`config.mk`:
```
export PLATFORM = sky130hd
export DESIGN_NAME = wb_imem_loader
export DESIGN_NICKNAME = d
export VERILOG_FILES = /design/src/rtl/vsdmemsoc_pkg.sv /design/src/rtl/wb_master_port.sv /design/src/rtl/wb_imem_loader.sv
export SDC_FILE = /design/constraint.sdc
export NUM_CORES = 1
export LEC_CHECK = 0
export CAP_MARGIN = 40
export CORE_AREA = 3 3 104 106
export CTS_BUF_LIST = sky130_fd_sc_hd__clkbuf_4 sky130_fd_sc_hd__clkbuf_8
export DETAILED_ROUTE_END_ITERATION = 16
export DIE_AREA = 0 0 107 109
export PLACE_DENSITY = 0.77
export SLEW_MARGIN = 40
export SYNTH_ARGS = -nofsm -noshare
export SYNTH_HDL_FRONTEND = slang
export SYNTH_SLANG_ARGS = --single-unit
```
`constraint.sdc`:
```
create_clock -name wb_clk_i -period 1.8 [get_ports wb_clk_i]
set_input_delay 0.18 -clock wb_clk_i [delete_from_list [all_inputs] [get_ports wb_clk_i]]
set_output_delay 0.18 -clock wb_clk_i [all_outputs]
set_load 0.01 [all_outputs]
```
`src/rtl/vsdmemsoc_pkg.sv`:
```
// Shared types and constants for the vsdmemsoc instruction-memory loader.
package vsdmemsoc_pkg;

   localparam int unsigned WORD_W  = 32;
   localparam int unsigned IDX_W   = 9;
   localparam logic [3:0]  SEL_ALL = 4'b1111;

   typedef enum logic [2:0] {
      StIdle,
      StCollect,
      StWrite,
      StVerify,
      StDone,
      StError
   } loader_state_e;

endpackage

```
`src/rtl/wb_master_port.sv`:
```
// Classic Wishbone single-transfer initiator: launches a cycle on go_i and holds it until ack
// or until ACK_TIMEOUT cycles pass without one.
module wb_master_port
   import vsdmemsoc_pkg::*;
#(
   parameter int unsigned ACK_TIMEOUT = 16
) (
   input  logic              wb_clk_i,
   input  logic              wb_rst_i,
   input  logic              go_i,
   input  logic              go_we_i,
   input  logic [WORD_W-1:0] go_adr_i,
   input  logic [WORD_W-1:0] go_dat_i,
   output logic              wbm_cyc_o,
   output logic              wbm_stb_o,
   output logic              wbm_we_o,
   output logic [3:0]        wbm_sel_o,
   output logic [WORD_W-1:0] wbm_adr_o,
   output logic [WORD_W-1:0] wbm_dat_o,
   input  logic              wbm_ack_i,
   output logic              ack_o,
   output logic              timeout_o
);

   localparam int unsigned CntW = $clog2(ACK_TIMEOUT + 1);

   logic              cyc_q;
   logic              we_q;
   logic [WORD_W-1:0] adr_q;
   logic [WORD_W-1:0] dat_q;
   logic [CntW-1:0]   cnt_q;

   assign ack_o     = cyc_q & wbm_ack_i;
   assign timeout_o = cyc_q & ~wbm_ack_i & (cnt_q == CntW'(ACK_TIMEOUT - 1));

   always_ff @(posedge wb_clk_i) begin
      if (wb_rst_i) begin
         cyc_q <= 1'b0;
         we_q  <= 1'b0;
         adr_q <= '0;
         dat_q <= '0;
         cnt_q <= '0;
      end else if (go_i) begin
         cyc_q <= 1'b1;
         we_q  <= go_we_i;
         adr_q <= go_adr_i;
         dat_q <= go_dat_i;
         cnt_q <= '0;
      end else if (cyc_q) begin
         // Drop on the ack edge itself so a single-cycle ack is never re-strobed.
         if (ack_o || timeout_o) begin
            cyc_q <= 1'b0;
            we_q  <= 1'b0;
         end else begin
            cnt_q <= cnt_q + CntW'(1);
         end
      end
   end

   assign wbm_cyc_o = cyc_q;
   assign wbm_stb_o = cyc_q;
   assign wbm_we_o  = we_q;
   assign wbm_sel_o = cyc_q ? SEL_ALL : 4'b0000;
   assign wbm_adr_o = adr_q;
   assign wbm_dat_o = dat_q;

endmodule

```
`src/rtl/wb_imem_loader.sv`:
```
// Streams a byte image into instruction SRAM as little-endian 32-bit Wishbone writes.
// Define LOADER_READBACK_EN to read back and compare every word after it is written.
module wb_imem_loader
   import vsdmemsoc_pkg::*;
#(
   parameter logic [WORD_W-1:0] BASE_ADDRESS = 32'h3000_0000,
   parameter int unsigned       MAX_WORDS    = 256,
   parameter int unsigned       ACK_TIMEOUT  = 16
) (
   input  logic              wb_clk_i,
   input  logic              wb_rst_i,
   input  logic              start,
   input  logic [IDX_W-1:0]  word_count,
   input  logic [7:0]        s_byte,
   input  logic              s_valid,
   output logic              s_ready,
   output logic              wbm_cyc_o,
   output logic              wbm_stb_o,
   output logic              wbm_we_o,
   output logic [3:0]        wbm_sel_o,
   output logic [WORD_W-1:0] wbm_adr_o,
   output logic [WORD_W-1:0] wbm_dat_o,
   input  logic [WORD_W-1:0] wbm_dat_i,
   input  logic              wbm_ack_i,
   output logic              busy,
   output logic              done,
   output logic              err
);

   loader_state_e     state_q;
   logic [IDX_W-1:0]  count_q;
   logic [IDX_W-1:0]  idx_q;
   logic [1:0]        byte_idx_q;
   logic [WORD_W-1:0] word_q;

   logic              go;
   logic              go_we;
   logic [WORD_W-1:0] go_adr;
   logic [WORD_W-1:0] go_dat;
   logic              ack;
   logic              timeout;
   logic [IDX_W-1:0]  idx_inc;

`ifdef LOADER_READBACK_EN
   logic rd_issued_q;
`else
   logic unused_rdata;
   assign unused_rdata = ^wbm_dat_i;
`endif

   always_comb begin
      idx_inc = idx_q + IDX_W'(1);
      go_adr  = BASE_ADDRESS + {{(WORD_W-IDX_W-2){1'b0}}, idx_q, 2'b00};
      go_dat  = {s_byte, word_q[23:0]};
      go_we   = 1'b1;
      go      = (state_q == StCollect) && s_valid && (byte_idx_q == 2'd3);
`ifdef LOADER_READBACK_EN
      if (state_q == StVerify && !rd_issued_q) begin
         go     = 1'b1;
         go_we  = 1'b0;
         go_dat = word_q;
      end
`endif
   end

   always_ff @(posedge wb_clk_i) begin
      if (wb_rst_i) begin
         state_q    <= StIdle;
         count_q    <= '0;
         idx_q      <= '0;
         byte_idx_q <= '0;
         word_q     <= '0;
`ifdef LOADER_READBACK_EN
         rd_issued_q <= 1'b0;
`endif
      end else begin
         case (state_q)
            StIdle, StDone, StError: begin
               if (start) begin
                  idx_q      <= '0;
                  byte_idx_q <= '0;
                  count_q    <= (32'(word_count) > MAX_WORDS) ? IDX_W'(MAX_WORDS) : word_count;
                  state_q    <= (word_count == '0) ? StDone : StCollect;
               end
            end
            StCollect: begin
               if (s_valid) begin
                  word_q[{byte_idx_q, 3'b000} +: 8] <= s_byte;
                  byte_idx_q <= byte_idx_q + 2'd1;
                  if (byte_idx_q == 2'd3) state_q <= StWrite;
               end
            end
            StWrite: begin
               if (timeout) begin
                  state_q <= StError;
               end else if (ack) begin
                  idx_q <= idx_inc;
`ifdef LOADER_READBACK_EN
                  state_q     <= StVerify;
                  rd_issued_q <= 1'b0;
`else
                  state_q <= (idx_inc == count_q) ? StDone : StCollect;
`endif
               end
            end
`ifdef LOADER_READBACK_EN
            StVerify: begin
               if (!rd_issued_q) begin
                  rd_issued_q <= 1'b1;
               end else if (timeout) begin
                  state_q <= StError;
               end else if (ack) begin
                  // idx_q was already advanced when the write was acknowledged.
                  if (wbm_dat_i != word_q) state_q <= StError;
                  else state_q <= (idx_q == count_q) ? StDone : StCollect;
               end
            end
`endif
            default: state_q <= StIdle;
         endcase
      end
   end

   assign s_ready = (state_q == StCollect);
   assign busy    = (state_q == StCollect) || (state_q == StWrite) || (state_q == StVerify);
   assign done    = (state_q == StDone);
   assign err     = (state_q == StError);

   wb_master_port #(
      .ACK_TIMEOUT(ACK_TIMEOUT)
   ) u_port (
      .wb_clk_i  (wb_clk_i),
      .wb_rst_i  (wb_rst_i),
      .go_i      (go),
      .go_we_i   (go_we),
      .go_adr_i  (go_adr),
      .go_dat_i  (go_dat),
      .wbm_cyc_o (wbm_cyc_o),
      .wbm_stb_o (wbm_stb_o),
      .wbm_we_o  (wbm_we_o),
      .wbm_sel_o (wbm_sel_o),
      .wbm_adr_o (wbm_adr_o),
      .wbm_dat_o (wbm_dat_o),
      .wbm_ack_i (wbm_ack_i),
      .ack_o     (ack),
      .timeout_o (timeout)
   );

endmodule

```
# Yosys cells after proc, flatten, opt, wreduce, memory -nomap -nowiden
# Cells that the tools add are included.
# totals
regBits	126
inputBits	54
word_cells	81
# classes
n_addsub	5
n_lt_le_gt_ge	1
n_eq_ne	14
n_shift	2
mux	24
bitwise	5
reduce_logical	20
# op_table
operator	n
$mux 9	4
$bwmux 32	1
$shift 8x7->32 const A	1
$shiftx 8x7->32	1
$add 30x11->31 const A	1
$mux 3	7
$pmux 9 s2	1
$add 9x1->9 const B	1
$eq 9x9->1	1
$gt 9x9->1 const B	1
$logic_not 9->1	1
$pmux 3 s3	1
$reduce_and 2->1	4
$reduce_and 4->1	2
$reduce_bool 2->1	4
$neg 5->7	1
$eq 3x2->1 const B	2
$eq 3x3->1 const B	2
$mux 1	6
$ne 2x2->1 const B	3
$add 5x1->5 const B	1
$eq 5x4->1 const B	1
$mux 2	2
$mux 4	1
14 further kinds	21

# Logic depth before layout (Yosys ltp)
# Gate-level depths: netlist of run 1.
# depth
ltp_word	7
ltp_mapped	9
mapped_depth_nobuf	8

# Hierarchy
# A second synthesis of run 1 with hierarchy kept.
# unflattened
hier_cells	567
hier_area_um2	5052.3
# modules_own_cells
module	instances	cells_per_inst	area_each_um2
wb_master_port	1	248	2617.5
wb_imem_loader	1	319	2434.8

# Worst setup path before layout of run 1
# No wires, ideal clock.
# synth_path
kind	reg-to-reg
from	register u_port.cnt_q[0]
to	register u_port.cnt_q[4]
setup_ps	115
t_arrival_ps	1729
required_time_ps	1685
setup_slack_ps	-44
stages_incl_launch_ff	9
cell_sequence	dfxtp_1 ha_1 and3_1 ha_1 o21ai_1 and2_1 buf_2 nor2_1 a2111oi_0
# synth_via
elab_chain_len	5
elab_cells_between_ends	6
cone_classes	add/sub: 1; eq/ne: 1; bitwise: 2; reduce/logical: 2
# synth_rtl
item	line_no	source
from (decl)	wb_master_port.sv:31	logic [CntW-1:0] cnt_q;
from (signal assigned)	wb_master_port.sv:55	cnt_q <= cnt_q + CntW'(1);
$eq 5x4->1	wb_master_port.sv:34	assign timeout_o = cyc_q & ~wbm_ack_i & (cnt_q == CntW'(ACK_TIMEOUT - 1));
$and 1x1->1	wb_master_port.sv:34	
$logic_or 1x1->1	wb_master_port.sv:51	if (ack_o || timeout_o) begin
$not 1->1 (no source line)	-	
$reduce_and 2->1 (no source line)	-	
# Parallel ways exist; a longest one is shown, timed or not.
# A chain may end at the register's enable or synchronous reset.

# Final worst setup path of run 1
# layout_path
from	register idx_q[0]
to	register state_q[0]
# layout_via
elab_chain_len	6
# layout_rtl
item	line_no	source
from (decl)	wb_imem_loader.sv:32	logic [IDX_W-1:0] idx_q;
from (signal assigned)	wb_imem_loader.sv:97	idx_q <= idx_inc;
$add 9x1->9	wb_imem_loader.sv:52	idx_inc = idx_q + IDX_W'(1);
$eq 9x9->1	wb_imem_loader.sv:102	state_q <= (idx_inc == count_q) ? StDone : StCollect;
$mux 3	wb_imem_loader.sv:102	
$mux 3	wb_imem_loader.sv:96	end else if (ack) begin
$mux 3	wb_imem_loader.sv:94	if (timeout) begin
$pmux 3 s3	wb_imem_loader.sv:77	case (state_q)
to (signal assigned)	wb_imem_loader.sv:83	state_q <= (word_count == '0) ? StDone : StCollect;
to (signal assigned)	wb_imem_loader.sv:95	state_q <= StError;
to (signal assigned)	wb_imem_loader.sv:102	
to (decl)	wb_imem_loader.sv:30	loader_state_e state_q;
# Every way passes these cells. The select of a mux whose other input is x is not followed.

==> metrics.yaml, run 1 <==
status:
  status: "complete, no violations"
detailed_routing:
  drt-total-wl_mm: 10.6
  dr.first_iter.drc_count: 240
  drc_errors: 0
  num_vias: 4009
  dr.pass1.iters: 5
  via_per_inst: 5.15
  ant_nets: 0
  wl_per_cell_um: 13.6
cts:
  cts_sinks: 96
  ctsHoldBuffers: 0
  cts_tree: "yes"
  clockBufferDepth: 2
  numCtsBuffers: 9
  cts.clk_slew.worst_paths_ns: 0.10
  clk_latency_ns: 0.36
  htree_levels: 3
  cts_root_buf: "clkbuf_8"
synth:
  synth_cells: 560
  ys_warn_count: 0
  synth-main-ff-cell: "dfxtp_1"
  syn_avg_cell_area_um2: 7.84
  yosysSeqAreaShare: 0.438
  synth-edff-count: 0
  yosys_register_bits: 96
  synth_cell_type_count: 47
  yosysTopAreaCellShare: 0.438
  netlist_top_cells_count: "128 x nand2_1, 96 x dfxtp_1, 90 x a21oi_1, 30 x buf_4"
  async_flop_share: 0
  yosysTopAreaCell: "dfxtp_1"
  synth_area_leaders: "dfxtp_1 44%, nand2_1 11%, a21oi_1 10%, buf_4 5.1%, nand3_1 3.3%"
  netlist_area_mm2: 0.00439
  synth_most_common_cell: "nand2_1"
floorplanning:
  rows: 36
  initial_core_util: 0.445
  fp.dieArea_mm2: 0.0117
  die_x_um: 107
  num_io_pins: 129
  die_h_um: 109
  core_mm2: 0.00986
critical_path:
  worst_setup_path_end_kind: "register"
  cp_max_fo: 7
  critPathMaxStageDelay_ns: 0.39
  startpoint: "idx_q[0]"
  timing.rr.end: "state_q[0]"
  cp_num_buf_inv: 1
  critPathTopFamily: "compound AO/OA/AOI/OAI gates"
  required_ns: 2.06
  worst_r2r_startpoint: "idx_q[0]"
  ff2ff_path_depth: 6
  path_cells: "buf_4, nand3_2, or3_1, a211oi_2, o2111ai_2, o21a_1"
  critPathArrivalTime_ns: 2.00
  cp-start-kind: "register"
  timing_worst_setup_path_type: "reg -> reg"
  rrSetupSlack_ns: 0.06
  cpMaxStageDelayCell: "or3_1"
final_layout:
  area_delta_synth_final_pct: 27.5
  nets: 702
  fillers: 923
  antenna-diode-count: 0
  drive_gt1_frac: 0.126
min_path:
  min_to: "byte_idx_q[1]"
  hp-class: "in -> reg"
  hp-start: "wb_rst_i"
  min_path_cells: 2
sta:
  fmax_mhz: 574
  fin_skew_ns: 0.00522
  period_needed_ns: 1.74
  tightest_slew_ns: 0.534
  hold_viol: 0
  fin_crit_sh: 0.969
  setup_viol: 0
  relSlewSlack: 0.644
  fin_hold_ws_ns: 0.149
  finalMaxSlewViolations: 0
  tns_ns: 0
job:
  drv_cap: 0
placement:
  gp_congestion: 0.905
  io_buffers: 75
  post-dp-hpwl_mm: 7.68
grt:
  grt_pass1_vias: 3861
  grt_first_pass_wirelength_mm: 17.7
  grt_max_degree: 58
  antenna_found_initial: 0
  grt_usage: 0.185
  grt-ovfl-total: 0
power_and_ir_drop:
  p_leak_nw: 1.97
  power_density_mw_per_mm2: 696
  ir_drop_mv: 0.446
[repair_timing]
item | 4_1_cts | 5_1_grt
setup endpoints to repair | 13 | 24
resized for setup | 14 | 20
pin swaps | 0 | 6
setup buffers | 0 | 2
[worst register-to-register path: stages, from the launching register on]
cell and delay, ns:
dfxtp_2 0.37, buf_4 0.17, nand3_2 0.09, or3_1 0.39, a211oi_2 0.23, o2111ai_2 0.18
o21a_1 0.22
[cell type report]
| type | count | area [µm²] | share of cell area |
|---|---|---|---|
| multi-input combinational | 415 | 2220 | 0.397 |
| sequential | 96 | 1940 | 0.346 |
| timing repair buffer | 113 | 1050 | 0.188 |
| tap | 133 | 166 | 0.0297 |
| clock buffer | 9 | 124 | 0.0221 |
| clock inverter | 7 | 77.6 | 0.0139 |
| inverter | 5 | 18.8 | 0.00335 |
[metal layers]
metal,GRT usage,vias up,wire length (µm),share of wire
li1,-,2006,-,-
met1,0.229,1827,4440,0.42
met2,0.326,157,5310,0.50
met3,0.0349,19,708,0.067
met4,0.0612,0,148,0.014
met5,0,-,0,0
[where the power goes]
part	switching (mW)	total, mW	leakage [nW]	internal [mW]
clock	0.784	1.45	0.106	0.663
sequential	0.0192	2.16	0.779	2.14
combinational	0.169	0.289	1.09	0.120
total	0.972	3.90	1.97	2.92
[worst max-delay path by stage]
stage | endpoint | depth (start not counted)
floorplan | u_port.cnt_q[4] | 8
global placement | idx_q[6] | 7
detailed placement | u_port.cnt_q[4] | 7
CTS | done | 3
global route | state_q[0] | 6
finish | state_q[0] | 6
[registers in the layout, indices dropped and copies added (netlist names)]
register          count
byte_idx_q            2
count_q               9
idx_q                 9
state_q               3
u_port.cnt_q          5
u_port.wbm_adr_o     10
u_port.wbm_cyc_o      1
u_port.wbm_dat_o     32
u_port.wbm_we_o       1
word_q               24
[logic make-up (layout without fill, tap and decap cells)]
kind of cell	Yosys count	count (layout)	synth area share
other	1	21	0.000854
XOR/XNOR	14	14	0.0313
adder cells (fa/ha/maj)	8	8	0.0228
flip-flops	96	96	0.438
buffers and inverters	69	134	0.0895
AND/OR/NAND/NOR	245	245	0.257
AO/OA/AOI/OAI	125	125	0.156
multiplexers	2	2	0.00456
[stage by stage]
stage / utilization / cells / setup slack (ns) / power [mW] / cell area [µm²]
final: 0.567 / 778 / 0.0566 / 3.90 / 5600
after global routing: 0.567 / 778 / -0.00594 / 4.06 / 5600
after CTS: 0.559 / 776 / 0.0173 / 3.92 / 5520
after detailed placement: 0.536 / 760 / -0.144 / 2.49 / 5290
after global placement: 0.536 / 760 / -0.0697 / 2.48 / 5290
after floorplan: - / 580 / 0.0134 / 2.40 / 4470
[placed cells by master (no fill, tap or decap), types with 4 or more instances in the layout]
cell and instances:
nand2_1 128, a21oi_1 88, dfxtp_1 88, clkdlybuf4s50_1 70, buf_4 36, nor2_1 29
nand3_1 28, conb_1 21, nor3_1 10, nand3b_1 10, clkbuf_8 9, xnor2_1 7
o21ai_0 7, and3_1 6, xor2_1 6, dfxtp_2 6, inv_1 5, and2_1 5
nand4_1 5, ha_1 5, nand2b_1 4, o211ai_1 4
No activity file was read; power rests on OpenSTA's default activity.
==> inputs of run 2 (changes only) <==
TNS_END_PERCENT = 20   (was not set)
clock period = 1.55 ns   (was 1.8 ns; I/O delays follow)
==> metrics.yaml, run 2 (synthesis results as in run 1) <==
critical_path:
  timing_worst_setup_path_type: "reg -> reg"
  critPathMaxStageDelay_ns: 0.38
  worst_setup_path_end_kind: "register"
  timing.rr.end: "state_q[0]"
  rrSetupSlack_ns: -0.11
  cpMaxStageDelayCell: "dfxtp_4"
  worst_r2r_startpoint: "idx_q[1]"
  critPathArrivalTime_ns: 1.93
  required_ns: 1.82
  cp-start-kind: "register"
  ff2ff_path_depth: 6
  cp_max_fo: 4
  path_cells: "ha_4, xor3_1, or3_1, a21oi_2, o211ai_1, o21a_1"
placement:
  post-dp-hpwl_mm: 8.02
  place_area_mm2: 0.00553
  dp_worst_setup_slack_ns: -0.199
  gp_congestion: 0.929
  place_inst: 780
  io_buffers: 75
final_layout:
  fillers: 850
  fin_cells: 804
  layout_commonest_cell: "nand2_1"
  area_delta_synth_final_pct: 35.9
  nets: 728
  drive_gt1_frac: 0.198
  antenna-diode-count: 0
  largest_register_ffs: 32
  layout_common_cells: "126 x nand2_1, 85 x a21oi_1, 85 x dfxtp_1, 64 x clkdlybuf4s50_1, 57 x buf_4"
  stdcell_area_mm2: 0.00596
sta:
  hold_viol: 0
  setup_viol: 8
  finalMaxSlewViolations: 0
  fin_skew_ns: 0.0107
  setup_ws_ns: -0.111
  rsz0062_at_grt: "yes"
  fmax_mhz: 602
  tns_ns: -0.454
  period_needed_ns: 1.66
  fin_crit_sh: 1.07
job:
  drv_cap: 0
floorplanning:
  rows: 36
  num_io_pins: 129
  die_x_um: 107
  initial_core_util: 0.445
  fp.dieArea_mm2: 0.0117
  die_h_um: 109
  core_mm2: 0.00986
grt:
  grt_usage: 0.190
  grt-ovfl-total: 0
  grt_max_degree: 58
  antenna_found_initial: 0
  grt_first_pass_wirelength_mm: 17.9
  grt_pass1_vias: 3839
min_path:
  min_path_cells: 2
  hp-class: "in -> reg"
  hp-start: "wb_rst_i"
  min_to: "u_port.cnt_q[4]"
cts:
  ctsHoldBuffers: 0
  cts_root_buf: "clkbuf_8"
  cts_tree: "yes"
  clk_latency_ns: 0.37
  cts_sinks: 96
  cts.clk_slew.worst_paths_ns: 0.10
  htree_levels: 3
  numCtsBuffers: 9
  clockBufferDepth: 2
power_and_ir_drop:
  ir_drop_mv: 0.413
  p_leak_nw: 2.14
  power_density_mw_per_mm2: 820
detailed_routing:
  ant_nets: 0
  via_per_inst: 5.21
  drt-total-wl_mm: 11.3
  wl_per_cell_um: 14.0
  dr.pass1.iters: 5
  dr.first_iter.drc_count: 198
  num_vias: 4189
  drc_errors: 0
status:
  status: "complete, but fails checks"
  failed_checks: "setup timing"
==> run 2: metal layers <==
metal  wire, µm  global-route usage  up-vias
met5          0                   0        -
met4        178              0.0557        0
met3        638              0.0414       20
met2       5640               0.326      142
met1       4820               0.240     1957
li1           -                   -     2070
==> run 2: timing repair <==
item / CTS / global route
gates resized for setup: 38 / 31
pin swaps: 9 / 9
endpoints found under the setup margin: 91 / 81
buffers inserted: 5 / 3
==> run 2: layout make-up <==
cell class | count | area [µm²] | share of cell area
Clock buffer | 10 | 131 | 0.0220
Clock inverter | 6 | 115 | 0.0193
Inverter | 5 | 18.8 | 0.00315
Multi-Input combinational cell | 415 | 2320 | 0.389
Sequential cell | 96 | 1950 | 0.327
Tap cell | 133 | 166 | 0.0279
Timing Repair Buffer | 139 | 1260 | 0.212
==> run 2: per-stage QoR <==
step           power (mW)  hold WS (ns)   util
6_report             4.89        0.0611  0.605
2_1_floorplan        2.79         0.291      -
3_5_place_dp         2.92         0.444  0.561
5_1_grt              5.06        0.0750  0.605
3_3_place_gp         2.91         0.435  0.561
4_1_cts              4.89        0.0510  0.596
==> run 2: worst max-delay path by stage <==
| stage | from | to | cells after the start | slack [ns] |
|---|---|---|---|---|
| after global routing | u_port.cnt_q[1] | u_port.cnt_q[3] | 8 | -0.19 |
| after global placement | wbm_ack_i | idx_q[1] | 7 | -0.19 |
| after CTS | u_port.cnt_q[1] | state_q[2] | 9 | -0.11 |
| final | idx_q[1] | state_q[0] | 6 | -0.11 |
| after floorplan | u_port.cnt_q[0] | u_port.cnt_q[3] | 9 | -0.10 |
| after detailed placement | u_port.cnt_q[0] | u_port.cnt_q[3] | 8 | -0.20 |
==> run 2: worst max-delay path: cells and delay by family, from the launching register on <==
kind	cells	cell delay, ns
AOI/OAI and AO/OA	3	0.50
DFF	1	0.38
and+or+nand+nor	1	0.33
xor gates and xnor gates	1	0.21
adders and majority gates	1	0.16
==> run 2: power by group <==
group | total, mW | switching [mW] | leakage (nW) | internal, mW
clock network | 2.01 | 0.910 | 0.121 | 1.10
registers | 2.50 | 0.0219 | 0.781 | 2.48
logic | 0.377 | 0.213 | 1.24 | 0.164
==> inputs of run 3 (changes only) <==
--- a/config.mk
+++ b/config.mk
@@ -11,4 +11,5 @@
 export DETAILED_ROUTE_END_ITERATION = 16
 export DIE_AREA = 0 0 107 109
+export GPL_ROUTABILITY_DRIVEN = 0
 export PLACE_DENSITY = 0.77
 export SLEW_MARGIN = 40
==> constraint.sdc (replaced) <==
create_clock -name wb_clk_i -period 1.55 [get_ports wb_clk_i]
set_input_delay 0.155 -clock wb_clk_i [delete_from_list [all_inputs] [get_ports wb_clk_i]]
set_output_delay 0.155 -clock wb_clk_i [all_outputs]
set_load 0.05 [all_outputs]
==> metrics.yaml, run 3 (synthesis results as in run 1) <==
detailed_routing:
  num_vias: 4099
  ant_nets: 0
  dr.first_iter.drc_count: 203
  drc_errors: 0
  wl_per_cell_um: 13.8
  topRoutingLayerUsed: "met4"
  via_per_inst: 5.13
  wl_met1_mm: 4.73
  drt-total-wl_mm: 11.0
  wl_met3_um: 669
  met2WireLength_mm: 5.32
  dr.pass1.iters: 4
final_layout:
  largest_register_ffs: 32
  area_delta_synth_final_pct: 33.1
  nets: 723
  fillers: 871
  seq_area_mm2: 0.00195
  drive_gt1_frac: 0.273
  final_util: 0.592
  layout_common_cells: "127 x nand2_1, 101 x buf_4, 85 x a21oi_1, 85 x dfxtp_1, 28 x nand3_1"
  layout_commonest_cell: "nand2_1"
  fin_cells: 799
  multi_input_area_mm2: 0.00235
  antenna-diode-count: 0
critical_path:
  critPathArrivalTime_ns: 1.95
  cp_max_fo: 7
  path_cells: "ha_4, and3_4, ha_4, o21ai_4, and2_4, nand4_1, xor2_1, nor3_1"
  required_ns: 1.86
  crit_top_cell: "ha_4"
  critPathMaxStageDelay_ns: 0.35
  cpMaxStageDelayCell: "dfxtp_2"
  timing_worst_setup_path_type: "reg -> reg"
  worst_setup_path_end_kind: "register"
  cp-start-kind: "register"
sta:
  fin_skew_ns: 0.0109
  period_needed_ns: 1.64
  finalMaxSlewViolations: 0
  setup_viol: 10
  fin_crit_sh: 1.06
  hold_viol: 0
  rsz0062_at_grt: "yes"
  setup_ws_ns: -0.0873
  fmax_mhz: 611
  tns_ns: -0.423
power_and_ir_drop:
  ir_drop_mv: 0.395
  power_density_mw_per_mm2: 810
  p_leak_nw: 2.18
cts:
  cts.clk_slew.worst_paths_ns: 0.10
  cts_root_buf: "clkbuf_8"
  cts_sinks: 96
  htree_levels: 3
  cts_tree: "yes"
  numCtsBuffers: 9
  clockBufferDepth: 2
  ctsHoldBuffers: 0
  clk_latency_ns: 0.38
grt:
  grt_max_degree: 47
  grt_first_pass_wirelength_mm: 18.0
  antenna_found_initial: 0
  grt-ovfl-total: 0
  grt_usage: 0.190
  grt_pass1_vias: 3987
floorplanning:
  fp.dieArea_mm2: 0.0117
  num_io_pins: 129
  core_mm2: 0.00986
  rows: 36
  initial_core_util: 0.445
  die_h_um: 109
  die_x_um: 107
status:
  failed_checks: "setup timing"
  status: "complete, but fails checks"
min_path:
  hp-class: "in -> reg"
placement:
  io_buffers: 75
  post-dp-hpwl_mm: 7.78
  place_inst: 778
job:
  drv_cap: 0
==> run 3: cell count changes in the layout (fill, tap and decap cells not counted), moves of 4 or more <==
cell	delta
nor2_1	-4
clkdlybuf4s50_1	-44
dlygate4sd2_1	-7
o21ai_1	+4
buf_4	+44
==> run 3: through the flow <==
stage          power [mW]  cell area [µm²]  setup slack, ns  hold slack (ns)
2_1_floorplan        2.89             4510           -0.142            0.291
3_3_place_gp         3.02             5400           -0.185            0.440
3_5_place_dp         3.03             5400           -0.225            0.443
4_1_cts              4.74             5760          -0.0756           0.0348
5_1_grt              4.89             5840           -0.176           0.0519
6_report             4.74             5840          -0.0873           0.0316
==> run 3: cell type report <==
cell class | count | area share
Multi-Input combinational cell | 415 | 0.402
Sequential cell | 96 | 0.333
Timing Repair Buffer | 134 | 0.198
Tap cell | 133 | 0.0285
Clock buffer | 10 | 0.0225
Clock inverter | 6 | 0.0128
Inverter | 5 | 0.00321
==> run 3: repair_timing <==
item | 4_1_cts | 5_1_grt
buffers inserted | 4 | 1
endpoints found under the setup margin | 69 | 79
gates resized for setup | 37 | 29
pin swaps | 8 | 3
==> run 3: worst paths after layout <==
| path | slack (ns) | to | from | cells past startpoint |
|---|---|---|---|---|
| worst max register to register | -0.09 | u_port.cnt_q[3] | u_port.cnt_q[0] | 8 |
| worst min-delay path | 0.03 | state_q[1] | wb_rst_i | 2 |
| worst max-delay path | -0.09 | u_port.cnt_q[3] | u_port.cnt_q[0] | 8 |
| worst min register to register | 0.46 | u_port.wbm_dat_o[5] | word_q[5] | 2 |
==> run 3: critical path: cells and delay by family, from the launching register on <==
kind / cells / cell delay [ns]
compound gates: 1 / 0.15
xor+xnor: 1 / 0.15
simple gates: 4 / 0.60
fa+ha+maj: 2 / 0.31
flops: 1 / 0.35
==> run 3: power breakdown <==
group / switching, mW / internal, mW / total (mW) / leakage, nW
Sequential: 0.0204 / 2.48 / 2.50 / 0.781
Clock: 0.942 / 0.793 / 1.73 / 0.103
Combinational: 0.321 / 0.177 / 0.498 / 1.29
==> run 3: metal layers <==
| layer | vias up | GRT usage |
|---|---|---|
| met5 | - | 0 |
| met4 | 0 | 0.0813 |
| li1 | 2054 | - |
| met1 | 1868 | 0.232 |
| met2 | 147 | 0.333 |
| met3 | 30 | 0.0302 |
